## config.mk

```make
export PLATFORM = sky130hd
export DESIGN_NAME = iter_alu_flat
export DESIGN_NICKNAME = d
export VERILOG_FILES = /design/src/rtl/iter_alu_if.sv /design/src/rtl/iter_alu.sv /design/src/flat_wrapper.sv
export SDC_FILE = /design/constraint.sdc
export NUM_CORES = 1
export LEC_CHECK = 0
export CAP_MARGIN = 20
export CORE_UTILIZATION = 35
export CTS_CLUSTER_SIZE = 30
export DETAILED_ROUTE_END_ITERATION = 6
export GPL_ROUTABILITY_DRIVEN = 1
export MAX_ROUTING_LAYER = met4
export RECOVER_POWER = 25
export SLEW_MARGIN = 10
export SYNTH_ARGS = -nofsm -noshare
export SYNTH_HDL_FRONTEND = slang
export SYNTH_SLANG_ARGS = --single-unit
```

## constraint.sdc

```tcl
create_clock -name clk_i -period 5.05 [get_ports clk_i]
set_input_delay 0.505 -clock clk_i [delete_from_list [all_inputs] [get_ports clk_i]]
set_output_delay 0.505 -clock clk_i [all_outputs]
set_load 0.005 [all_outputs]
```

## src/rtl/iter_alu_if.sv

```systemverilog
// Request/response bundle between a requester and the iterative ALU.
interface iter_alu_if #(
    parameter int WIDTH = 32
);
    logic             in_valid;
    logic             in_ready;
    logic [15:0]      op;
    logic [WIDTH-1:0] in1;
    logic [WIDTH-1:0] in2;
    logic             out_valid;
    logic             out_ready;
    logic [WIDTH-1:0] out;
    logic             busy;

    modport master (
        output in_valid, op, in1, in2, out_ready,
        input  in_ready, out_valid, out, busy
    );

    modport slave (
        input  in_valid, op, in1, in2, out_ready,
        output in_ready, out_valid, out, busy
    );
endinterface

```

## src/rtl/iter_alu.sv

```systemverilog
// Multi-cycle ALU: single-cycle logic ops, bit-serial shifts,
// shift-add multiply and restoring divide behind a valid/ready handshake.
module iter_alu #(
    parameter  int WIDTH = 32,
    localparam int SHW   = $clog2(WIDTH)
) (
    input  logic      clk_i,
    input  logic      rst_i,
    input  logic      flush_i,
    iter_alu_if.slave bus
);
    localparam int CW = SHW + 1;

    localparam logic [1:0] IDLE = 2'd0;
    localparam logic [1:0] BUSY = 2'd1;
    localparam logic [1:0] DONE = 2'd2;

    localparam logic [3:0] K_SLL  = 4'd5;
    localparam logic [3:0] K_SRL  = 4'd6;
    localparam logic [3:0] K_MUL  = 4'd10;
    localparam logic [3:0] K_DIVU = 4'd12;
    localparam logic [3:0] K_DIV  = 4'd14;

    logic [1:0]       state_q, state_d;
    logic [3:0]       kind_q, kind_d;
    logic [CW-1:0]    cnt_q, cnt_d;
    logic [WIDTH-1:0] hi_q, hi_d;
    logic [WIDTH-1:0] lo_q, lo_d;
    logic [WIDTH-1:0] a_q, a_d;
    logic [WIDTH-1:0] res_q, res_d;
    logic             qneg_q, qneg_d;
    logic             rneg_q, rneg_d;

    logic [15:0]      oh;
    logic [3:0]       kind;
    logic [SHW-1:0]   shamt;
    logic             sdiv, neg1, neg2, last;
    logic [WIDTH-1:0] m1, m2;

    function automatic logic [WIDTH-1:0] shift1(
        input logic [WIDTH-1:0] v,
        input logic [3:0]       k
    );
        if (k == K_SLL) return v << 1;
        if (k == K_SRL) return v >> 1;
        return {v[WIDTH-1], v[WIDTH-1:1]};
    endfunction

    function automatic logic [2*WIDTH-1:0] mul_step(
        input logic [WIDTH-1:0] hi,
        input logic [WIDTH-1:0] lo,
        input logic [WIDTH-1:0] m
    );
        logic [WIDTH:0] sum;
        sum = {1'b0, hi} + (lo[0] ? {1'b0, m} : '0);
        return {sum, lo[WIDTH-1:1]};
    endfunction

    // Remainder stays below the divisor, so the trial value fits WIDTH+1 bits.
    function automatic logic [2*WIDTH-1:0] div_step(
        input logic [WIDTH-1:0] r,
        input logic [WIDTH-1:0] q,
        input logic [WIDTH-1:0] d
    );
        logic [WIDTH:0] t;
        logic [WIDTH:0] diff;
        t    = {r, q[WIDTH-1]};
        diff = t - {1'b0, d};
        if (!diff[WIDTH]) return {diff[WIDTH-1:0], q[WIDTH-2:0], 1'b1};
        return {t[WIDTH-1:0], q[WIDTH-2:0], 1'b0};
    endfunction

    always_comb begin
        oh   = bus.op & (~bus.op + 16'd1);
        kind = '0;
        for (int i = 15; i >= 0; i--)
            if (bus.op[i]) kind = 4'(i);
    end

    assign shamt = bus.in2[SHW-1:0];
    assign sdiv  = kind >= K_DIV;
    assign neg1  = sdiv & bus.in1[WIDTH-1];
    assign neg2  = sdiv & bus.in2[WIDTH-1];
    assign m1    = neg1 ? -bus.in1 : bus.in1;
    assign m2    = neg2 ? -bus.in2 : bus.in2;
    assign last  = cnt_q == CW'(1);

    always_comb begin
        state_d = state_q;
        kind_d  = kind_q;
        cnt_d   = cnt_q;
        hi_d    = hi_q;
        lo_d    = lo_q;
        a_d     = a_q;
        res_d   = res_q;
        qneg_d  = qneg_q;
        rneg_d  = rneg_q;
        unique case (state_q)
            IDLE: if (bus.in_valid) begin
                state_d = DONE;
                kind_d  = kind;
                unique case (1'b1)
                    oh[0]: res_d = bus.in1 + bus.in2;
                    oh[1]: res_d = bus.in1 - bus.in2;
                    oh[2]: res_d = bus.in1 & bus.in2;
                    oh[3]: res_d = bus.in1 | bus.in2;
                    oh[4]: res_d = bus.in1 ^ bus.in2;
                    oh[5], oh[6], oh[7]: begin
                        if (shamt == '0) begin
                            res_d = bus.in1;
                        end else if (shamt == SHW'(1)) begin
                            res_d = shift1(bus.in1, kind);
                        end else begin
                            state_d = BUSY;
                            hi_d    = shift1(bus.in1, kind);
                            cnt_d   = {1'b0, shamt} - 1'b1;
                        end
                    end
                    oh[8]: res_d = WIDTH'($signed(bus.in1) < $signed(bus.in2));
                    oh[9]: res_d = WIDTH'(bus.in1 < bus.in2);
                    oh[10], oh[11]: begin
                        state_d      = BUSY;
                        {hi_d, lo_d} = mul_step('0, bus.in2, bus.in1);
                        a_d          = bus.in1;
                        cnt_d        = CW'(WIDTH - 1);
                    end
                    oh[12], oh[13], oh[14], oh[15]: begin
                        state_d      = BUSY;
                        {hi_d, lo_d} = div_step('0, m1, m2);
                        a_d          = m2;
                        qneg_d       = (neg1 ^ neg2) && (bus.in2 != '0);
                        rneg_d       = neg1;
                        cnt_d        = CW'(WIDTH);
                    end
                    default: res_d = '0;
                endcase
            end
            BUSY: begin
                cnt_d = cnt_q - 1'b1;
                if (kind_q < K_MUL) begin
                    hi_d = shift1(hi_q, kind_q);
                    if (last) res_d = hi_d;
                end else if (kind_q < K_DIVU) begin
                    {hi_d, lo_d} = mul_step(hi_q, lo_q, a_q);
                    if (last) res_d = (kind_q == K_MUL) ? lo_d : hi_d;
                end else if (!last) begin
                    {hi_d, lo_d} = div_step(hi_q, lo_q, a_q);
                end else if (kind_q[0]) begin
                    res_d = rneg_q ? -hi_q : hi_q;
                end else begin
                    res_d = qneg_q ? -lo_q : lo_q;
                end
                if (last) state_d = DONE;
            end
            DONE: if (bus.out_ready) state_d = IDLE;
            default: state_d = IDLE;
        endcase
        if (flush_i) state_d = IDLE;
    end

    always_ff @(posedge clk_i or posedge rst_i) begin
        if (rst_i) begin
            state_q <= IDLE;
            kind_q  <= '0;
            cnt_q   <= '0;
            hi_q    <= '0;
            lo_q    <= '0;
            a_q     <= '0;
            res_q   <= '0;
            qneg_q  <= 1'b0;
            rneg_q  <= 1'b0;
        end else begin
            state_q <= state_d;
            kind_q  <= kind_d;
            cnt_q   <= cnt_d;
            hi_q    <= hi_d;
            lo_q    <= lo_d;
            a_q     <= a_d;
            res_q   <= res_d;
            qneg_q  <= qneg_d;
            rneg_q  <= rneg_d;
        end
    end

    assign bus.in_ready  = state_q == IDLE;
    assign bus.out_valid = state_q == DONE;
    assign bus.busy      = state_q == BUSY;
    assign bus.out       = res_q;
endmodule

```

## src/flat_wrapper.sv

```systemverilog
// flat-port wrapper written by rule: the top's interface ports become plain ports
module iter_alu_flat 
#(
    parameter  int WIDTH = 32,
    localparam int SHW   = $clog2(WIDTH)
)
  (clk_i, rst_i, flush_i, bus_in_valid, bus_op, bus_in1, bus_in2, bus_out_ready, bus_in_ready, bus_out_valid, bus_out, bus_busy);
  iter_alu_if #(.WIDTH(WIDTH)) bus_i ();
  input  logic clk_i;
  input  logic rst_i;
  input  logic flush_i;
  input wire logic [$bits(bus_i.in_valid)-1:0] bus_in_valid;
  input wire logic [$bits(bus_i.op)-1:0] bus_op;
  input wire logic [$bits(bus_i.in1)-1:0] bus_in1;
  input wire logic [$bits(bus_i.in2)-1:0] bus_in2;
  input wire logic [$bits(bus_i.out_ready)-1:0] bus_out_ready;
  output wire logic [$bits(bus_i.in_ready)-1:0] bus_in_ready;
  output wire logic [$bits(bus_i.out_valid)-1:0] bus_out_valid;
  output wire logic [$bits(bus_i.out)-1:0] bus_out;
  output wire logic [$bits(bus_i.busy)-1:0] bus_busy;
  assign bus_i.in_valid = bus_in_valid;
  assign bus_i.op = bus_op;
  assign bus_i.in1 = bus_in1;
  assign bus_i.in2 = bus_in2;
  assign bus_i.out_ready = bus_out_ready;
  assign bus_in_ready = bus_i.in_ready;
  assign bus_out_valid = bus_i.out_valid;
  assign bus_out = bus_i.out;
  assign bus_busy = bus_i.busy;
  iter_alu #(.WIDTH(WIDTH)) u_core (.clk_i(clk_i), .rst_i(rst_i), .flush_i(flush_i), .bus(bus_i));
endmodule
```

==> run summary <==
- **result of the run** finished, violations left
- **violated checks** design-rule violations, max-capacitance violations, max-slew violations
- **share of the clock period used by the worst path** 97.7%
- **category of the critical setup timing path** in2reg
- **top-level I/O count** 120
- **GRT Overall Usage** 32.1%
- **number of cells after detailed placement** 4,202
- **FFs w/ async S/R, synth** 100%
- **slew at the pin closest to its max-slew limit** 3440 ps
- **worst hold slack across all endpoints** 476 ps
- **number of clock sinks seen by CTS** 142
- **net count reported at finish** 3,639
- **CTS Buffer Depth** 2
- **number of buffers added by the clock tree synthesis step** 17
- **Int Pwr** 3.59 mW
- **final weighted congestion of routability-driven global placement** 1.07
- **#FFs+latches synth** 142
- **Clk Tree Root Cell** sky130_fd_sc_hd__clkbuf_16
- **final setup fails** 0
- **fin. max-slew vios** 72
- **Remaining Overflow, GRT** 0
- **vias per cell** 6.15
- **average detailed-routed wire length per instance** 24.2 um
- **Initial Utilization** 35.4%
- **commonest cells after routing, fill and taps aside** 486 x sky130_fd_sc_hd__nand2_1, 369 x sky130_fd_sc_hd__a21oi_1, 309 x sky130_fd_sc_hd__o21ai_0
- **pre-CTS WS** -642 ps
- **first-pass GRT wire length** 152 mm
- **post-route insts no fill** 4,240
- **Die Outline Area** 64,500 um^2
- **net switching fraction of the power** 45.9%
- **reported max-cap violation count** 1
- **Avg Cell Area, Syn** 6.74 um^2
- **top fanout value on the critical path** 7
- **fin crit period** 4930 ps
- **peak supply drop** 0.000184 V
- **worst reg2reg setup slack** 320 ps
- **part of the power in the clock network** 20.7%
- **most frequent standard cell in the layout excluding fill and tap cells** sky130_fd_sc_hd__nand2_1
- **TritonCTS clock tree** yes
- **detailed-route via count** 26,100
- **startpoint of the most critical register-to-register path** u_core.lo_q[31]$_DFFE_PP0P_
- **wirelength, routed** 103 mm
- **FP Rows** 92
- **relative contribution of combinational cells to total power** 54.5%
- **clock latency on the worst-skew pair** 450 ps
- **worst flop-to-flop path endpoint** u_core.hi_q[17]$_DFFE_PP0P_
- **antenna violations before repair** 1
- **power density cells** 256 nW/um^2
- **simple-gate share of the synthesized area** 21.6%
- **XOR/XNOR Fraction of Synth Area** 7.88%
- **compound-gate portion of the synthesized area** 34.0%
- **mux contribution to synthesized area** 3.21%
- **Die X** 254 um
- **CP arrival** 5280 ps
- **area of the mapped netlist** 22,200 um^2
- **count of routing violations after the opening detailed-route iteration** 3,150
- **area growth from synthesis to final layout** 16.7%
- **fraction of final layout cells with drive strength greater than 1** 9.43%
- **path depth of the worst reg2reg path** 15
- **vias in the first global route** 23,400
- **Reg clk slew, reported paths** 60 ps
- **worst hold stages** 2
- **count of different cell masters after synthesis** 82
- **final core area utilization** 41.3%
- **fill cell instance count of the final layout** 6,769
- **number of buffer cells added on primary ports** 119
- **Max H-tree Level** 4
- **Synth warnings** 0
- **combinational family with the most area after synthesis** compound AO/OA/AOI/OAI gates
- **number of enable-type register cells in the synthesized netlist** 0
- **area inside the core boundary** 62,900 um^2
- **maximum number of pins on one net before global-route repair** 73
- **Worst Hold Class** reg2reg
- **sequential fraction of design power** 24.8%
- **number of failing hold endpoints at the final stage** 0
- **startpoint type of the worst setup path** input pin
- **total design power** 6.63 mW
- **launch point of the worst hold path** u_core.bus.out[0]$_DFFE_PP0P_
- **setup slack after layout** 118 ps
- **post-synthesis net count** 3,555
- **remaining antenna violation count** 0
- **relative slew slack** -130%
- **top flip-flop cell by instance count after synthesis** sky130_fd_sc_hd__dfrtp_1
- **synthesized instance count** 3,296
- **end of the worst hold path** u_core.bus.out[0]$_DFFE_PP0P_
- **die height** 254 um
- **total net switching power** 3.04 mW
- **data required time at the worst endpoint** 5400 ps
- **final routed DRC violation total** 1
- **First-pass DRT Iterations** 7
- **LEAKAGE** 10.6 nW
- **DPL Wire Length** 80.3 mm
- **Post-Synth Adder-Cell Area** 9.93%
- **element type at the critical path end** register
- **sequential fraction of the synthesis area** 16.0%
- **Max Clock Freq** 203 MHz
- **Clock Skews** 12.4 ps
==> registers in the layout (all words and copies together) (netlist names) <==
register,count
u_core.hi_q,32
u_core.bus.out,32
u_core.a_q,32
u_core.rneg_q,1
u_core.cnt_q,6
u_core.qneg_q,1
u_core.state_q,2
u_core.lo_q,32
u_core.kind_q,4
==> cell families after synthesis <==
group	after synthesis
muxes	70
AOI/OAI and AO/OA	1199
and+or+nand+nor	1080
xor gates and xnor gates	200
DFF	142
buffers and inverters	431
adders and majority gates	174
==> critical path, stage by stage <==
cell and delay, ps:
sky130_fd_sc_hd__clkdlybuf4s50_1 440, sky130_fd_sc_hd__nor2_2 140, sky130_fd_sc_hd__nand3_2 100, sky130_fd_sc_hd__buf_6 150, sky130_fd_sc_hd__or3_4 370, sky130_fd_sc_hd__or4_4 580
sky130_fd_sc_hd__or3_4 350, sky130_fd_sc_hd__nand2b_4 160, sky130_fd_sc_hd__o31ai_2 180, sky130_fd_sc_hd__nand2_1 130, sky130_fd_sc_hd__ha_2 200, sky130_fd_sc_hd__inv_1 50
sky130_fd_sc_hd__ha_2 160, sky130_fd_sc_hd__nand3b_1 80, sky130_fd_sc_hd__a2111o_1 400, sky130_fd_sc_hd__or4_4 520, sky130_fd_sc_hd__o21ai_4 310, sky130_fd_sc_hd__buf_6 160
sky130_fd_sc_hd__o31ai_1 60, sky130_fd_sc_hd__o31ai_1 230
==> worst max path at each step <==
| stage | start | to | slack, ps | cells past startpoint |
|---|---|---|---|---|
| global placement | bus_in1[6] | u_core.hi_q[27]$_DFFE_PP0P_ | -630 | 19 |
| global route | bus_in1[5] | u_core.hi_q[25]$_DFFE_PP0P_ | -20 | 20 |
| floorplan | bus_in1[9] | u_core.hi_q[7]$_DFFE_PP0P_ | 130 | 20 |
| detailed placement | bus_in1[6] | u_core.hi_q[25]$_DFFE_PP0P_ | -640 | 19 |
| finish | bus_in1[5] | u_core.hi_q[25]$_DFFE_PP0P_ | 120 | 20 |
| CTS | bus_in1[9] | u_core.hi_q[25]$_DFFE_PP0P_ | 30 | 19 |
==> stage by stage <==
stage / cell area, um^2 / setup TNS [ps]
6_report: 25900 / 0
3_5_place_dp: 25200 / -10130
5_1_grt: 25900 / -48.5
4_1_cts: 25800 / 0
3_3_place_gp: 25200 / -9950
2_1_floorplan: 22200 / 0
==> cell usage after synthesis (18+ instances only) <==
master / n / area (um^2)
sky130_fd_sc_hd__clkbuf_1: 251 / 942
sky130_fd_sc_hd__nor2_1: 288 / 1080
sky130_fd_sc_hd__or3_1: 25 / 156
sky130_fd_sc_hd__a221oi_1: 64 / 561
sky130_fd_sc_hd__o21bai_1: 20 / 150
sky130_fd_sc_hd__nand3_1: 46 / 230
sky130_fd_sc_hd__o21a_1: 20 / 150
sky130_fd_sc_hd__a211oi_1: 47 / 353
sky130_fd_sc_hd__o31ai_1: 79 / 593
sky130_fd_sc_hd__nor3_1: 64 / 320
sky130_fd_sc_hd__a21o_1: 44 / 330
sky130_fd_sc_hd__o41ai_1: 20 / 175
sky130_fd_sc_hd__nand2b_1: 26 / 163
sky130_fd_sc_hd__dfrtp_1: 142 / 3550
sky130_fd_sc_hd__o211ai_1: 28 / 210
sky130_fd_sc_hd__ha_1: 170 / 2130
sky130_fd_sc_hd__xnor2_1: 143 / 1250
sky130_fd_sc_hd__mux2i_1: 60 / 601
sky130_fd_sc_hd__buf_1: 22 / 82.6
sky130_fd_sc_hd__a2111oi_0: 25 / 219
sky130_fd_sc_hd__inv_1: 151 / 567
sky130_fd_sc_hd__a21oi_1: 369 / 1850
sky130_fd_sc_hd__o221ai_1: 27 / 236
sky130_fd_sc_hd__nand2_1: 487 / 1830
sky130_fd_sc_hd__or4_1: 26 / 195
sky130_fd_sc_hd__nor4_1: 18 / 113
sky130_fd_sc_hd__o21ai_0: 309 / 1550
sky130_fd_sc_hd__a31oi_1: 30 / 188
sky130_fd_sc_hd__xor2_1: 57 / 499
sky130_fd_sc_hd__nor2b_1: 24 / 150
==> power by group through the flow <==
stage | sequential (mW) | clock, mW | combinational [mW]
detailed placement | 1.64 | 0 | 3.49
global placement | 1.65 | 0 | 3.49
global route | 1.66 | 1.41 | 3.92
CTS | 1.62 | 1.37 | 3.52
finish | 1.64 | 1.37 | 3.62
floorplan | 1.46 | 0 | 2.39
==> layer usage <==
layer,share of wire [%],GRT usage [%],up-vias
li1,-,-,12100
met1,43,43.7,12200
met2,42,46.6,1529
met3,9.6,3.86,271
met4,5.7,16.1,0
met5,0,-,-
==> layout make-up <==
cell class	instances	area [um^2]	share of cell area [%]
multi-input cells	2723	17200	66.2
flip-flops and latches	142	3550	13.7
repair buffers	343	2960	11.4
well taps	846	1060	4.08
inverters	153	576	2.22
clock buffers	20	457	1.76
clock inverters	12	160	0.617
diodes	1	2.50	0.00965
==> timing repair <==
item / 4_1_cts / 5_1_grt
hold buffers: 0 / 0
gates resized for setup: 5 / 22
gates cloned: 0 / 0
endpoints found under the hold margin: 0 / 0
buffers inserted: 0 / 3
endpoints found under the setup margin: 16 / 17
pin swaps: 1 / 12
Power figures use the tool's default switching activity.
